$ cat src/rtl/uart_pkg.sv
// Shared UART definitions: receive/transmit FSM state encoding and default bit timing.
// Both the RX and TX sides of the UART import this package.
package uart_pkg;

    localparam int unsigned CLKS_PER_BIT_DEFAULT = 868;

    typedef enum logic [1:0] {
        IDLE,
        START,
        DATA,
        STOP
    } uart_state_t;

endpackage

$ cat src/rtl/uart_rx_if.sv
// Receiver-side UART signal bundle: serial line in, received byte and status out.
// The master modport is the receiver; the slave modport is the line driver and byte consumer.
interface uart_rx_if;

    logic       Serial_IN;
    logic [7:0] RX_DATA;
    logic       RX_VALID;
    logic       FRAME_ERR;
    logic       BUSY;

    modport master (
        input  Serial_IN,
        output RX_DATA,
        output RX_VALID,
        output FRAME_ERR,
        output BUSY
    );

    modport slave (
        output Serial_IN,
        input  RX_DATA,
        input  RX_VALID,
        input  FRAME_ERR,
        input  BUSY
    );

endinterface

$ cat src/rtl/sync_2ff.sv
// Two-flop synchronizer for a single asynchronous input.
// The reset value is a parameter, so an idle-high line does not look like an edge out of reset.
module sync_2ff #(
    parameter logic RESET_VAL = 1'b1
) (
    input  logic clk,
    input  logic rst_n,
    input  logic d,
    output logic q
);

    logic meta;

    // NOTE: sequential state uses non-blocking assignments so that both flops
    // sample their inputs from before the edge; a blocking assignment would let
    // d fall straight through to q in a single cycle.
    always_ff @(posedge clk) begin
        if (!rst_n) begin
            meta <= RESET_VAL;
            q    <= RESET_VAL;
        end else begin
            meta <= d;
            q    <= meta;
        end
    end

endmodule

$ cat src/rtl/uart_rx.sv
// 8N1 UART receiver: synchronizes the serial line, finds the start edge, samples mid-bit,
// and reports each frame as a one-cycle RX_VALID or FRAME_ERR pulse.
module uart_rx
    import uart_pkg::*;
#(
    parameter int unsigned CLKS_PER_BIT = CLKS_PER_BIT_DEFAULT
) (
    input  logic      CLK,
    input  logic      RST_N,
    uart_rx_if.master rx
);

    localparam logic [15:0] HALF_LAST = 16'(CLKS_PER_BIT / 2 - 1);
    localparam logic [15:0] BIT_LAST  = 16'(CLKS_PER_BIT - 1);

    uart_state_t state;
    uart_state_t state_next;

    logic        line;
    logic        line_prev;
    logic        sample;
    logic [15:0] cnt;
    logic [2:0]  bit_idx;
    logic [7:0]  shreg;
    logic [7:0]  rx_data_q;
    logic        rx_valid_q;
    logic        frame_err_q;

    sync_2ff #(
        .RESET_VAL (1'b1)
    ) u_sync (
        .clk   (CLK),
        .rst_n (RST_N),
        .d     (rx.Serial_IN),
        .q     (line)
    );

    always_ff @(posedge CLK) begin
        if (!RST_N) begin
            state <= IDLE;
        end else begin
            state <= state_next;
        end
    end

    // NOTE: every signal driven here gets a default before the case so no path
    // leaves it unassigned; an unassigned path would infer a latch.
    always_comb begin
        state_next = state;
        sample     = 1'b0;
        case (state)
            IDLE: begin
                if (line_prev && !line) begin
                    state_next = START;
                end
            end
            START: begin
                if (cnt == HALF_LAST) begin
                    sample     = 1'b1;
                    state_next = line ? IDLE : DATA;
                end
            end
            DATA: begin
                if (cnt == BIT_LAST) begin
                    sample = 1'b1;
                    if (bit_idx == 3'd7) begin
                        state_next = STOP;
                    end
                end
            end
            STOP: begin
                if (cnt == BIT_LAST) begin
                    sample     = 1'b1;
                    state_next = IDLE;
                end
            end
            default: state_next = IDLE;
        endcase
    end

    // The counter also restarts at each sample point so DATA re-times every bit
    // from the middle of the previous one.
    always_ff @(posedge CLK) begin
        if (!RST_N) begin
            cnt         <= '0;
            bit_idx     <= '0;
            shreg       <= '0;
            rx_data_q   <= '0;
            rx_valid_q  <= 1'b0;
            frame_err_q <= 1'b0;
            line_prev   <= 1'b1;
        end else begin
            rx_valid_q  <= 1'b0;
            frame_err_q <= 1'b0;
            line_prev   <= line;

            if ((state_next != state) || sample) begin
                cnt <= '0;
            end else begin
                cnt <= cnt + 16'd1;
            end

            if ((state == DATA) && sample) begin
                shreg   <= {line, shreg[7:1]};
                bit_idx <= bit_idx + 3'd1;
            end

            if ((state == STOP) && sample) begin
                if (line) begin
                    rx_data_q  <= shreg;
                    rx_valid_q <= 1'b1;
                end else begin
                    frame_err_q <= 1'b1;
                end
            end
        end
    end

    assign rx.RX_DATA   = rx_data_q;
    assign rx.RX_VALID  = rx_valid_q;
    assign rx.FRAME_ERR = frame_err_q;
    assign rx.BUSY      = (state != IDLE);

endmodule

$ cat src/flat_wrapper.sv
// flat-port wrapper written by rule: the top's interface ports become plain ports
module uart_rx_flat import uart_pkg::*;
#(
    parameter int unsigned CLKS_PER_BIT = CLKS_PER_BIT_DEFAULT
)
  (CLK, RST_N, rx_Serial_IN, rx_RX_DATA, rx_RX_VALID, rx_FRAME_ERR, rx_BUSY);
  uart_rx_if rx_i ();
  input  logic CLK;
  input  logic RST_N;
  input wire logic [$bits(rx_i.Serial_IN)-1:0] rx_Serial_IN;
  output wire logic [$bits(rx_i.RX_DATA)-1:0] rx_RX_DATA;
  output wire logic [$bits(rx_i.RX_VALID)-1:0] rx_RX_VALID;
  output wire logic [$bits(rx_i.FRAME_ERR)-1:0] rx_FRAME_ERR;
  output wire logic [$bits(rx_i.BUSY)-1:0] rx_BUSY;
  assign rx_i.Serial_IN = rx_Serial_IN;
  assign rx_RX_DATA = rx_i.RX_DATA;
  assign rx_RX_VALID = rx_i.RX_VALID;
  assign rx_FRAME_ERR = rx_i.FRAME_ERR;
  assign rx_BUSY = rx_i.BUSY;
  uart_rx #(.CLKS_PER_BIT(CLKS_PER_BIT)) u_core (.CLK(CLK), .RST_N(RST_N), .rx(rx_i));
endmodule
$ cat config.mk
export PLATFORM = sky130hd
export DESIGN_NAME = uart_rx_flat
export DESIGN_NICKNAME = d
export VERILOG_FILES = /design/src/rtl/uart_pkg.sv /design/src/rtl/uart_rx_if.sv /design/src/rtl/sync_2ff.sv /design/src/rtl/uart_rx.sv /design/src/flat_wrapper.sv
export SDC_FILE = /design/constraint.sdc
export NUM_CORES = 1
export LEC_CHECK = 0
export CAP_MARGIN = 25
export CORE_MARGIN = 2
export CORE_UTILIZATION = 43
export DETAILED_ROUTE_END_ITERATION = 8
export DONT_BUFFER_PORTS = 1
export PLACE_DENSITY = 0.56
export SYNTH_ARGS = -nofsm -noshare
export SYNTH_HDL_FRONTEND = slang
export SYNTH_HIERARCHICAL = 1
export SYNTH_SLANG_ARGS = --single-unit
$ cat constraint.sdc
create_clock -name CLK -period 5.1 [get_ports CLK]
set_input_delay 0.51 -clock CLK [delete_from_list [all_inputs] [get_ports CLK]]
set_output_delay 0.51 -clock CLK [all_outputs]
set_load 0.05 [all_outputs]
Yosys cells after proc, flatten, opt, wreduce, memory -nomap -nowiden. Index checks and enable logic that the tools add are counted.

Input port bits: 3. Register bits after elaboration: 42. Output and inout bits: 11.

Add/sub/neg operators: 2. Reductions and logical operators: 11. Equality and inequality tests: 7. Multiplexer cells: 12. Bitwise logic cells: 1.

Operator list (count): $add A16 B1 Y16 const B (1); $eq A16 B10 Y1 const B (1); $eq A16 B9 Y1 const B (1); $mux W2 (6); $pmux W2 S4 (1); $eq A2 B2 Y1 const B (2); $mux W1 (4); $reduce_and A2 Y1 (2); $reduce_or A2 Y1 (2); $add A3 B1 Y3 const B (1); $eq A3 B3 Y1 const B (1); $logic_and A1 B1 Y1 (3); $eq A2 B1 Y1 const B (1); $logic_not A2 Y1 (1); $ne A2 B2 Y1 (1); $pmux W1 S2 (1); $reduce_bool A2 Y1 (1); $logic_not A1 Y1 (1); $logic_or A1 B1 Y1 (1); $not A1 Y1 (1).

Longest topological paths before layout. Gate-level depths: netlist (run 1).

Depth in word-level cells: 7. Mapped depth: 7.

By module. Netlist (run 1), hierarchy kept.

By module, submodules not included: uart_rx (area each 1844.3 um^2, seq. area each 800.8 um^2, times used 1, cells each 195); sync_2ff (area each 52.6 um^2, seq. area each 40.0 um^2, times used 1, cells each 4).

Worst setup path after synthesis (run 1). Ideal clock, no wire load.

Path type: register to register. Start point: register u_core.cnt[2]. End point: register u_core.state[0]. Arrival time: 1927 ps. Cell stages (with the launch flop): 6. Path buffers: 1. Data required time: 4980 ps. Period minus slack after synthesis: 2047 ps. Setup slack: 3053 ps. Cells stage by stage: dfxtp_1 or4_4 or4_4 a2bb2oi_4 buf_6 o21bai_2.

Longest elaborated chain between the ends: 3.

Ends and longest elaborated chain: start, declared (RTL line uart_rx.sv:22) `logic [15:0] cnt;`; start signal, assigned (RTL line uart_rx.sv:100) `cnt <= cnt + 16'd1;`; $eq A16 B10 Y1 / $eq A16 B9 Y1 (equally long branches) (RTL line uart_rx.sv:64, uart_rx.sv:72, uart_rx.sv:58); $mux W2, on equally long branches (RTL line uart_rx.sv:72, uart_rx.sv:58, uart_rx.sv:64); $pmux W2 S4 (*) (RTL line uart_rx.sv:51) `case (state)`; end signal, assigned (RTL line uart_rx.sv:42) `state <= state_next;`; end, declared (RTL line uart_rx.sv:16) `uart_state_t state;`.

Every way passes the cells marked *; elsewhere a longest branch is shown, timed or not. A chain may end at the register's enable or synchronous reset.

Worst setup path after layout (run 1).
Start point: register u_core.state[0]. End point: register u_core.cnt[5].

Longest elaborated chain between the ends: 6.

Ends and longest elaborated chain: $mux W2 (RTL line uart_rx.sv:66) `if (bit_idx == 3'd7) begin`; $mux W2 (RTL line uart_rx.sv:64) `if (cnt == BIT_LAST) begin`; $pmux W2 S4 (RTL line uart_rx.sv:51); $ne A2 B2 Y1 (RTL line uart_rx.sv:97) `if ((state_next != state) || sample) begin`; $logic_or A1 B1 Y1 (*) (RTL line uart_rx.sv:97); $reduce_or A2 Y1 (no line) (*).

Marked as above.

==> results of run 1 <==
where the power goes:
group,switching [mW],leakage (nW),internal [mW]
Clock,0.103,0.0438,0.0918
Combinational,0.00989,0.274,0.00804
Sequential,0.00550,0.339,0.331
Total,0.119,0.657,0.431
state kept, by name (all words and copies together), names as in the netlist:
signal and cells:
u_core/u_sync/q 1, u_core/line_prev 1, u_core/state 2, u_core/rx.FRAME_ERR 1, u_core/shreg 8, u_core/cnt 16, u_core/u_sync/meta 1, u_core/rx.RX_DATA 8
u_core/bit_idx 3, u_core/rx.RX_VALID 1
per-layer routing:
layer	up-vias	GRT usage, %	share of wire, %
met4	0	5.769	1.4
met3	7	4.329	3.3
li1	721	-	-
met1	688	19.10	46
met2	20	26.52	49
met5	-	0	0
synth_stat cells:
library cell	number	area, um2
a21boi_0	14	105.1
and2_1	2	12.51
o211a_1	1	10.01
xnor2_1	1	8.760
and3_1	3	18.77
buf_6	1	11.26
clkbuf_1	8	30.03
a2bb2oi_4	1	26.28
nand3b_1	10	75.07
o21bai_2	1	11.26
buf_4	2	15.01
buf_1	1	3.750
or3_1	4	25.02
xor2_1	10	87.58
nand2b_1	2	12.51
nor4_1	1	6.260
and4_1	1	8.760
dfxtp_1	42	840.8
inv_1	2	7.510
a211oi_1	3	22.52
nor3b_1	1	7.510
or4_4	4	45.04
and4_2	1	10.01
a41oi_1	1	8.760
o21ai_0	21	105.1
nand3_1	15	75.07
nand4b_1	2	17.52
or2_2	1	6.260
nor2_1	2	7.510
or4_1	1	7.510
nand2_1	8	30.03
or4bb_1	1	11.26
nor3_1	14	70.07
nor4_4	1	21.27
a21boi_1	5	37.54
and2b_2	1	8.760
and2_0	1	6.260
ha_1	4	50.05
nand4_1	4	25.02
o31ai_1	1	7.510
worst paths after layout:
| path | from | end | slack (ps) |
|---|---|---|---|
| worst min register to register | u_core/u_sync/meta | u_core/u_sync/q | 410 |
| worst min-delay path | RST_N | u_core/u_sync/meta | 300 |
| worst max-delay path | u_core/state[0] | u_core/cnt[5] | 2610 |
| worst max register to register | u_core/state[0] | u_core/cnt[5] | 2610 |
worst max-delay path: stages, from the launching register on:
cell and delay (ps):
dfxtp_1 810, or4bb_1 530, or4_4 460, a2bb2oi_4 420, nor3_1 120
kinds of logic (layout without fill, tap and decap cells):
logic type | after synthesis | count (layout) | share of synthesized area (%)
simple gates | 80 | 80 | 26.78
flops | 42 | 42 | 44.33
xor+xnor | 11 | 11 | 5.079
fa+ha+maj | 4 | 4 | 2.639
compound gates | 48 | 48 | 17.61
buf+inv | 14 | 10 | 3.562
stage by stage:
| step | cell area [um2] | std cells | setup slack [ps] |
|---|---|---|---|
| 2_1_floorplan | 1897 | 199 | 3053 |
| 3_5_place_dp | 1909 | 240 | 2643 |
| 5_1_grt | 1988 | 247 | 2436 |
| 3_3_place_gp | 1909 | 240 | 2734 |
| 6_report | 1988 | 247 | 2615 |
| 4_1_cts | 1988 | 247 | 2633 |
cell type report:
class | count | area [um2] | share of cell area (%)
Inverter | 2 | 7.507 | 0.3776
Sequential cell | 42 | 840.8 | 42.29
Tap cell | 52 | 65.06 | 3.272
Timing Repair Buffer | 1 | 7.507 | 0.3776
Multi-Input combinational cell | 143 | 988.4 | 49.72
Clock buffer | 5 | 68.82 | 3.461
Clock inverter | 2 | 10.01 | 0.5035
==> run_results.csv, run 1 <==
group,metric,value,unit
global_route,grt_pass1_wl,6154,um
synth,netlist-cell-type-count,40,
placed_design,port_buffers,0,
synth,syn_nets,206,
cells_and_area,finish.utilization,46.30,%
detailed_routing,vias_per_cell,5.814,
synth,yosysWarnings,6,
cells_and_area,layout_common_cells,"dfxtp_1 (42), o21ai_0 (21), nand3_1 (15)",
timing,skew,8.617,ps
clock_tree,ctsHoldBuffers,0,
timing,hold_ws,298.1,ps
cells_and_area,nNetsFinal,202,
global_route,grt_pass1_vias,1361,
detailed_routing,via_count,1436,
floorplan,die_h,70.42,um
detailed_routing,drc,0,
cells_and_area,insertedDiodeCount,0,
timing,hold_violations,0,
timing,finalCritPeriodShare,48.73,%
timing,drv_slew,0,
placed_design,place_congestion,0.8109,
floorplan,core,0.004294,mm2
clock_tree,cts_made_buffers,5,
synth,netlist_instances,199,
cells_and_area,fillCellCount,430,
clock_tree,cts_repair_resize_count,0,
clock_tree,numClockSinks,42,
critical_path,critical_path_required,5250,ps
pwr,irDropWorstVdd,0.0001328,V
critical_path,r2r_cells,4,
global_route,grt_max_degree,30,
detailed_routing,wirelength,3702,um
floorplan,ios,14,
pwr,power,549.6,uW
critical_path,path_max_fanout,29,
timing,fmax,402.4,MHz
clock_tree,root_buffer,"clkbuf_8",
clock_tree,clockBufferDepth,2,
floorplan,num_rows,24,
timing,rsz0062_at_grt,"no",
critical_path,cp-end-kind,"flip-flop",
cells_and_area,area_delta_synth_final,4.815,%
placed_design,hpwl,2481,um
critical_path,crit_arrival,2630,ps
clock_tree,clock_latency,290,ps
clock_tree,clk_pin_slew,80,ps
global_route,track_usage,15.75,%
timing,fin_tns_setup,0,ps
timing,worstMarginPinSlew,926.4,ps
detailed_routing,routedWlPerCell,14.99,um
detailed_routing,ant_nets,0,
global_route,grt-ovfl-total,0,
clock_tree,cts_htree_levels,2,
synth,synth_area,0.001897,mm2
job,drv_cap,0,
critical_path,critPathLaunchType,"flip-flop",
floorplan,dieArea,0.004958,mm2
run_status,outcome,"finished clean",
clock_tree,cts_tree,"yes",
floorplan,die_w,70.42,um
synth,synth_seq_cells,42,
hold_path,holdPathStages,1,
cells_and_area,drive_gt1_share,9.231,%
clock_tree,cts_setup_buffers,0,
floorplan,start_util,44.17,%
hold_path,min-delay-path-class,"in -> reg",
critical_path,path_class,"reg -> reg",
detailed_routing,drtPass1Iterations,4,
pwr,leakage,0.6574,nW
timing,maxSlewHeadroom,37.78,%
synth,avgSynthCellArea,9.532,um2
timing,finalSetupViolCount,0,
synth,yosysSeqAreaShare,44.33,%
timing,fin_crit,2485,ps
global_route,antenna_found_initial,0,
pwr,power.density,276.4,mW/mm2
detailed_routing,dr.first_iter.drc_count,90,
cells_and_area,final_common_cell,"dfxtp_1",
Power figures use the tool's default switching activity.
==> inputs of run 2 (changes only) <==
Settings changed: PLACE_DENSITY 0.56 to 0.58.
Clock period 5.1 ns to 2.05 ns, I/O delays scaled along.
==> run 2 against run 1 <==
Clock power rose to 2.8 times the previous value. Critical path depth unchanged. Sequential share of layout area down 3.7 points. Clock-buffer cell count unchanged. Design area up 9.9%. Final cell count up 6.9%. Register-to-register slack worse by 2600 ps. Critical endpoint is now u_core/shreg[7].
==> run_results.csv, run 2 (same netlist as run 1, synthesis figures left out) <==
group,metric,value,unit
timing,fin_crit,2024,ps
critical_path,critPathLaunch,"u_core/cnt[13]",
cells_and_area,layout_common_cells,"dfxtp_1 (40), nand3_1 (15), nor3_1 (13)",
critical_path,rrSetupSlack,30,ps
pwr,power,1.454,mW
pwr,power.density,665.4,mW/mm2
clock_tree,cts_htree_levels,2,
cells_and_area,area_delta_synth_final,15.24,%
floorplan,num_rows,24,
critical_path,path_class,"reg -> reg",
detailed_routing,via_count,1532,
cells_and_area,final_cells,264,
job,drv_cap,0,
detailed_routing,wirelength,3896,um
placed_design,place_inst,252,
detailed_routing,vias_per_cell,5.803,
critical_path,cp-end-kind,"flip-flop",
critical_path,reg2reg_from,"u_core/cnt[13]",
hold_path,min-delay-path-class,"in -> reg",
timing,skew,12.21,ps
critical_path,path_max_fanout,7,
floorplan,die_w,70.42,um
global_route,grt_max_degree,29,
cells_and_area,largest-register,"u_core/cnt",
run_status,outcome,"finished clean",
detailed_routing,drc,0,
cells_and_area,final_common_cell,"dfxtp_1",
critical_path,critPathLaunchType,"flip-flop",
detailed_routing,ant_nets,0,
timing,drv_slew,0,
clock_tree,root_buffer,"clkbuf_8",
timing,finalSetupViolCount,0,
cells_and_area,drive_gt1_share,18.87,%
detailed_routing,dr.first_iter.drc_count,114,
cells_and_area,nNetsFinal,218,
clock_tree,cts_tree,"yes",
floorplan,start_util,44.17,%
timing,maxSlewHeadroom,64.81,%
placed_design,hpwl,2560,um
timing,hold_violations,0,
timing,worstMarginPinSlew,527.2,ps
floorplan,dieArea,0.004958,mm2
global_route,grt_pass1_wl,6417,um
clock_tree,clock_latency,300,ps
cells_and_area,largest_reg_flops,16,
critical_path,critical_path_required,2290,ps
global_route,antenna_found_initial,0,
floorplan,core,0.004294,mm2
clock_tree,clk_pin_slew,90,ps
floorplan,die_h,70.42,um
placed_design,place_congestion,0.8088,
global_route,grt-ovfl-total,0,
clock_tree,numClockSinks,42,
pwr,irDropWorstVdd,0.0004170,V
timing,finalCritPeriodShare,98.75,%
global_route,track_usage,16.07,%
global_route,grt_pass1_vias,1443,
timing,rsz0062_at_grt,"yes",
hold_path,hp-start,"rx_Serial_IN",
cells_and_area,insertedDiodeCount,0,
detailed_routing,drtPass1Iterations,4,
clock_tree,cts_made_buffers,5,
timing,fmax,494.0,MHz
pwr,leakage,0.7580,nW
clock_tree,clockBufferDepth,2,
placed_design,port_buffers,0,
floorplan,ios,14,
cells_and_area,fillCellCount,407,
critical_path,crit_arrival,2260,ps
timing,fin_tns_setup,0,ps
detailed_routing,routedWlPerCell,14.76,um
[run 2: cell types whose count changed in the layout (fill, tap and decap cells not counted), sizes merged]
cell,change
buf,+14
dlygate4sd3,+2
clkinv,-1
clkinvlp,+1
inv,+1
[run 2: final cells by class]
type                    count  area, um2  share of cell area (%)
well taps                  52      65.06                   2.977
repair buffers             17      165.2                   7.556
multi-input cells         143       1011                   46.25
inverters                   2      7.507                  0.3434
flip-flops and latches     42      843.3                   38.58
clock buffers               5      68.82                   3.148
clock inverters             3      25.02                   1.145
[run 2: worst paths after layout]
| check | to | cells after the start |
|---|---|---|
| max reg2reg | u_core/shreg[7] | 4 |
| max | u_core/shreg[7] | 4 |
| min reg2reg | u_core/u_sync/q | 1 |
| min | u_core/u_sync/meta | 1 |
[run 2: where the power goes]
part | switching, mW | internal (mW)
clock | 0.309 | 0.246
combinational | 0.0363 | 0.0341
sequential | 0.00623 | 0.823
total | 0.351 | 1.10
[run 2: through the flow]
step / instance area [um2] / hold WS [ps] / worst slack, ps / util (%)
after global placement: 2024 / 284.4 / 29.52 / 47.14
after global routing: 2186 / 8.491 / -40.06 / 50.90
after CTS: 2132 / 4.558 / 9.150 / 49.65
final: 2186 / 18.79 / 25.66 / 50.90
after detailed placement: 2024 / 291.7 / -73.14 / 47.14
after floorplan: 1897 / 278.0 / 3.060 / -
[run 2: layer usage]
| layer | routed length [um] | part of all wire, % | global-route usage [%] | vias to the layer above |
|---|---|---|---|---|
| met2 | 1895 | 49 | 26.94 | 29 |
| met3 | 139 | 3.6 | 5.051 | 6 |
| met4 | 63 | 1.6 | 5.342 | 0 |
| met5 | 0 | 0 | 0 | - |
| li1 | - | - | - | 754 |
| met1 | 1798 | 46 | 19.42 | 743 |
[run 2: critical path, stage by stage, from the launching register on]
cell and delay, ps:
dfxtp_2 330, or4_4 560, or4_4 600, or3_1 330
a21boi_1 150
[run 2: what timing repair did]
action,4_1_cts,5_1_grt
hold endpoints to repair,2,1
gates resized for setup,2,20
setup endpoints to repair,9,33
hold buffers,1,1
setup buffers,0,2
pin swaps,0,4
==> inputs of run 3 (changes only) <==
Settings changed: CORE_ASPECT_RATIO set to 1.25.
==> run 3 against run 2 <==
Non-clock buffer count did not move. Clock power shrank 1%. Final cell count is 2.3% higher. Clock skew is 2.7 ps lower. Via count decreased by 2.2%. Combinational power decreased by 5.3%. Sequential cell count stayed put. Critical endpoint is now u_core/shreg[0]. Routed wire length grew 3.1%.
==> run_results.csv, run 3 (same netlist as run 1, synthesis figures left out) <==
group,metric,value,unit
run_status,outcome,"finished clean",
floorplan,core,0.004324,mm2
floorplan,die_h,78.26,um
timing,fin_crit,2012,ps
detailed_routing,ant_nets,0,
clock_tree,cts_made_buffers,5,
placed_design,hpwl,2820,um
clock_tree,clockBufferDepth,2,
pwr,power.density,665.7,mW/mm2
critical_path,path_class,"reg -> reg",
timing,skew,9.460,ps
global_route,antenna_found_initial,0,
global_route,grt_max_degree,29,
cells_and_area,insertedDiodeCount,0,
detailed_routing,via_count,1499,
timing,maxSlewHeadroom,66.21,%
global_route,grt_pass1_vias,1486,
cells_and_area,final_common_cell,"dfxtp_1",
global_route,track_usage,17.54,%
clock_tree,clk_pin_slew,80,ps
clock_tree,cts_tree,"yes",
clock_tree,cts_htree_levels,2,
detailed_routing,drtPass1Iterations,4,
critical_path,crit_path_top_delay_cell,"or4_4",
timing,fmax,496.9,MHz
critical_path,rrSetupSlack,40,ps
placed_design,port_buffers,0,
timing,hold_violations,0,
detailed_routing,dr.first_iter.drc_count,56,
placed_design,preCtsSetupSlack,7.460,ps
floorplan,die_w,63.41,um
cells_and_area,largest-register,"u_core/cnt",
critical_path,cp-end-kind,"flip-flop",
cells_and_area,drive_gt1_share,17.45,%
detailed_routing,routedWlPerCell,14.87,um
pwr,power,1.445,mW
timing,setup_slack,37.71,ps
pwr,irDropWorstVdd,0.0004129,V
timing,finalCritPeriodShare,98.16,%
timing,fin_tns_setup,0,ps
hold_path,min-delay-path-class,"in -> reg",
floorplan,ios,14,
global_route,grt-ovfl-total,0,
floorplan,num_rows,27,
job,drv_cap,0,
detailed_routing,wirelength,4016,um
timing,finalSetupViolCount,0,
floorplan,start_util,43.87,%
cells_and_area,nNetsFinal,218,
detailed_routing,vias_per_cell,5.552,
placed_design,place_congestion,0.7991,
timing,rsz0062_at_grt,"yes",
cells_and_area,layout_common_cells,"dfxtp_1 (40), nand3_1 (15)",
timing,worstMarginPinSlew,506.2,ps
critical_path,crit_arrival,2190,ps
clock_tree,clock_latency,290,ps
critical_path,path_cells,"or4_4 > or4_4 > buf_6 > o21ai_0 > a21boi_0",
detailed_routing,drc,0,
cells_and_area,area_delta_synth_final,14.45,%
global_route,grt_pass1_wl,6900,um
cells_and_area,fin_area,0.002171,mm2
clock_tree,numClockSinks,42,
clock_tree,root_buffer,"clkbuf_8",
critical_path,critPathLaunchType,"flip-flop",
timing,drv_slew,0,
floorplan,dieArea,0.004962,mm2
cells_and_area,final_cells,270,
cells_and_area,largest_reg_flops,16,
pwr,leakage,0.7533,nW
critical_path,path_max_fanout,16,
critical_path,critical_path_required,2220,ps
placed_design,placedInstanceArea,0.002047,mm2
critical_path,cp_common_cell,"or4_4",
critical_path,max_stage_delay,570,ps
placed_design,place_inst,260,
==> run 3: metal layers <==
metal	vias up	wire, um	GRT usage, %
li1	754	-	-
met1	724	1663	19.19
met2	13	2192	32.53
met3	8	72	3.009
met4	0	87	8.043
met5	-	0	0
==> run 3: where the power goes <==
group	internal (mW)	switching (mW)
Combinational	0.0311	0.0356
Sequential	0.823	0.00636
Clock	0.271	0.278
Total	1.12	0.320
==> run 3: worst max-delay path: cells and delay by family (launching register included) <==
family / cells / cell delay [ps]
and+or+nand+nor: 2 / 1130
DFF: 1 / 330
AOI/OAI and AO/OA: 2 / 260
buffers and inverters: 1 / 170
==> run 3: cell type report <==
cell class              count  area (um2)
fillers                   446        2153
well taps                  58       72.57
clock inverters             2       12.51
flip-flops and latches     42       843.3
multi-input cells         143       993.5
repair buffers             17       158.9
clock buffers               6       82.58
inverters                   2       7.507
==> run 3: metrics by stage <==
step                      hold WS, ps  util [%]
after floorplan                 278.0         -
after global placement          281.5     47.34
after detailed placement        294.7     47.34
after CTS                       18.30     49.77
after global routing            16.52     50.20
final                           25.08     50.20
==> run 3: timing repair <==
item                       in CTS  in global routing
setup endpoints to repair       0                 33
setup buffers                   0                  1
resized for setup               0                 13
hold buffers                    1                  0
hold endpoints to repair        3                  0
==> run 3: path summary, 6_finish.rpt <==
kind / from / to / depth (start not counted)
hold reg to reg: u_core/u_sync/meta / u_core/u_sync/q / 1
setup / recovery: u_core/cnt[14] / u_core/shreg[0] / 5
setup reg to reg: u_core/cnt[14] / u_core/shreg[0] / 5
hold / removal: rx_Serial_IN / u_core/u_sync/meta / 1
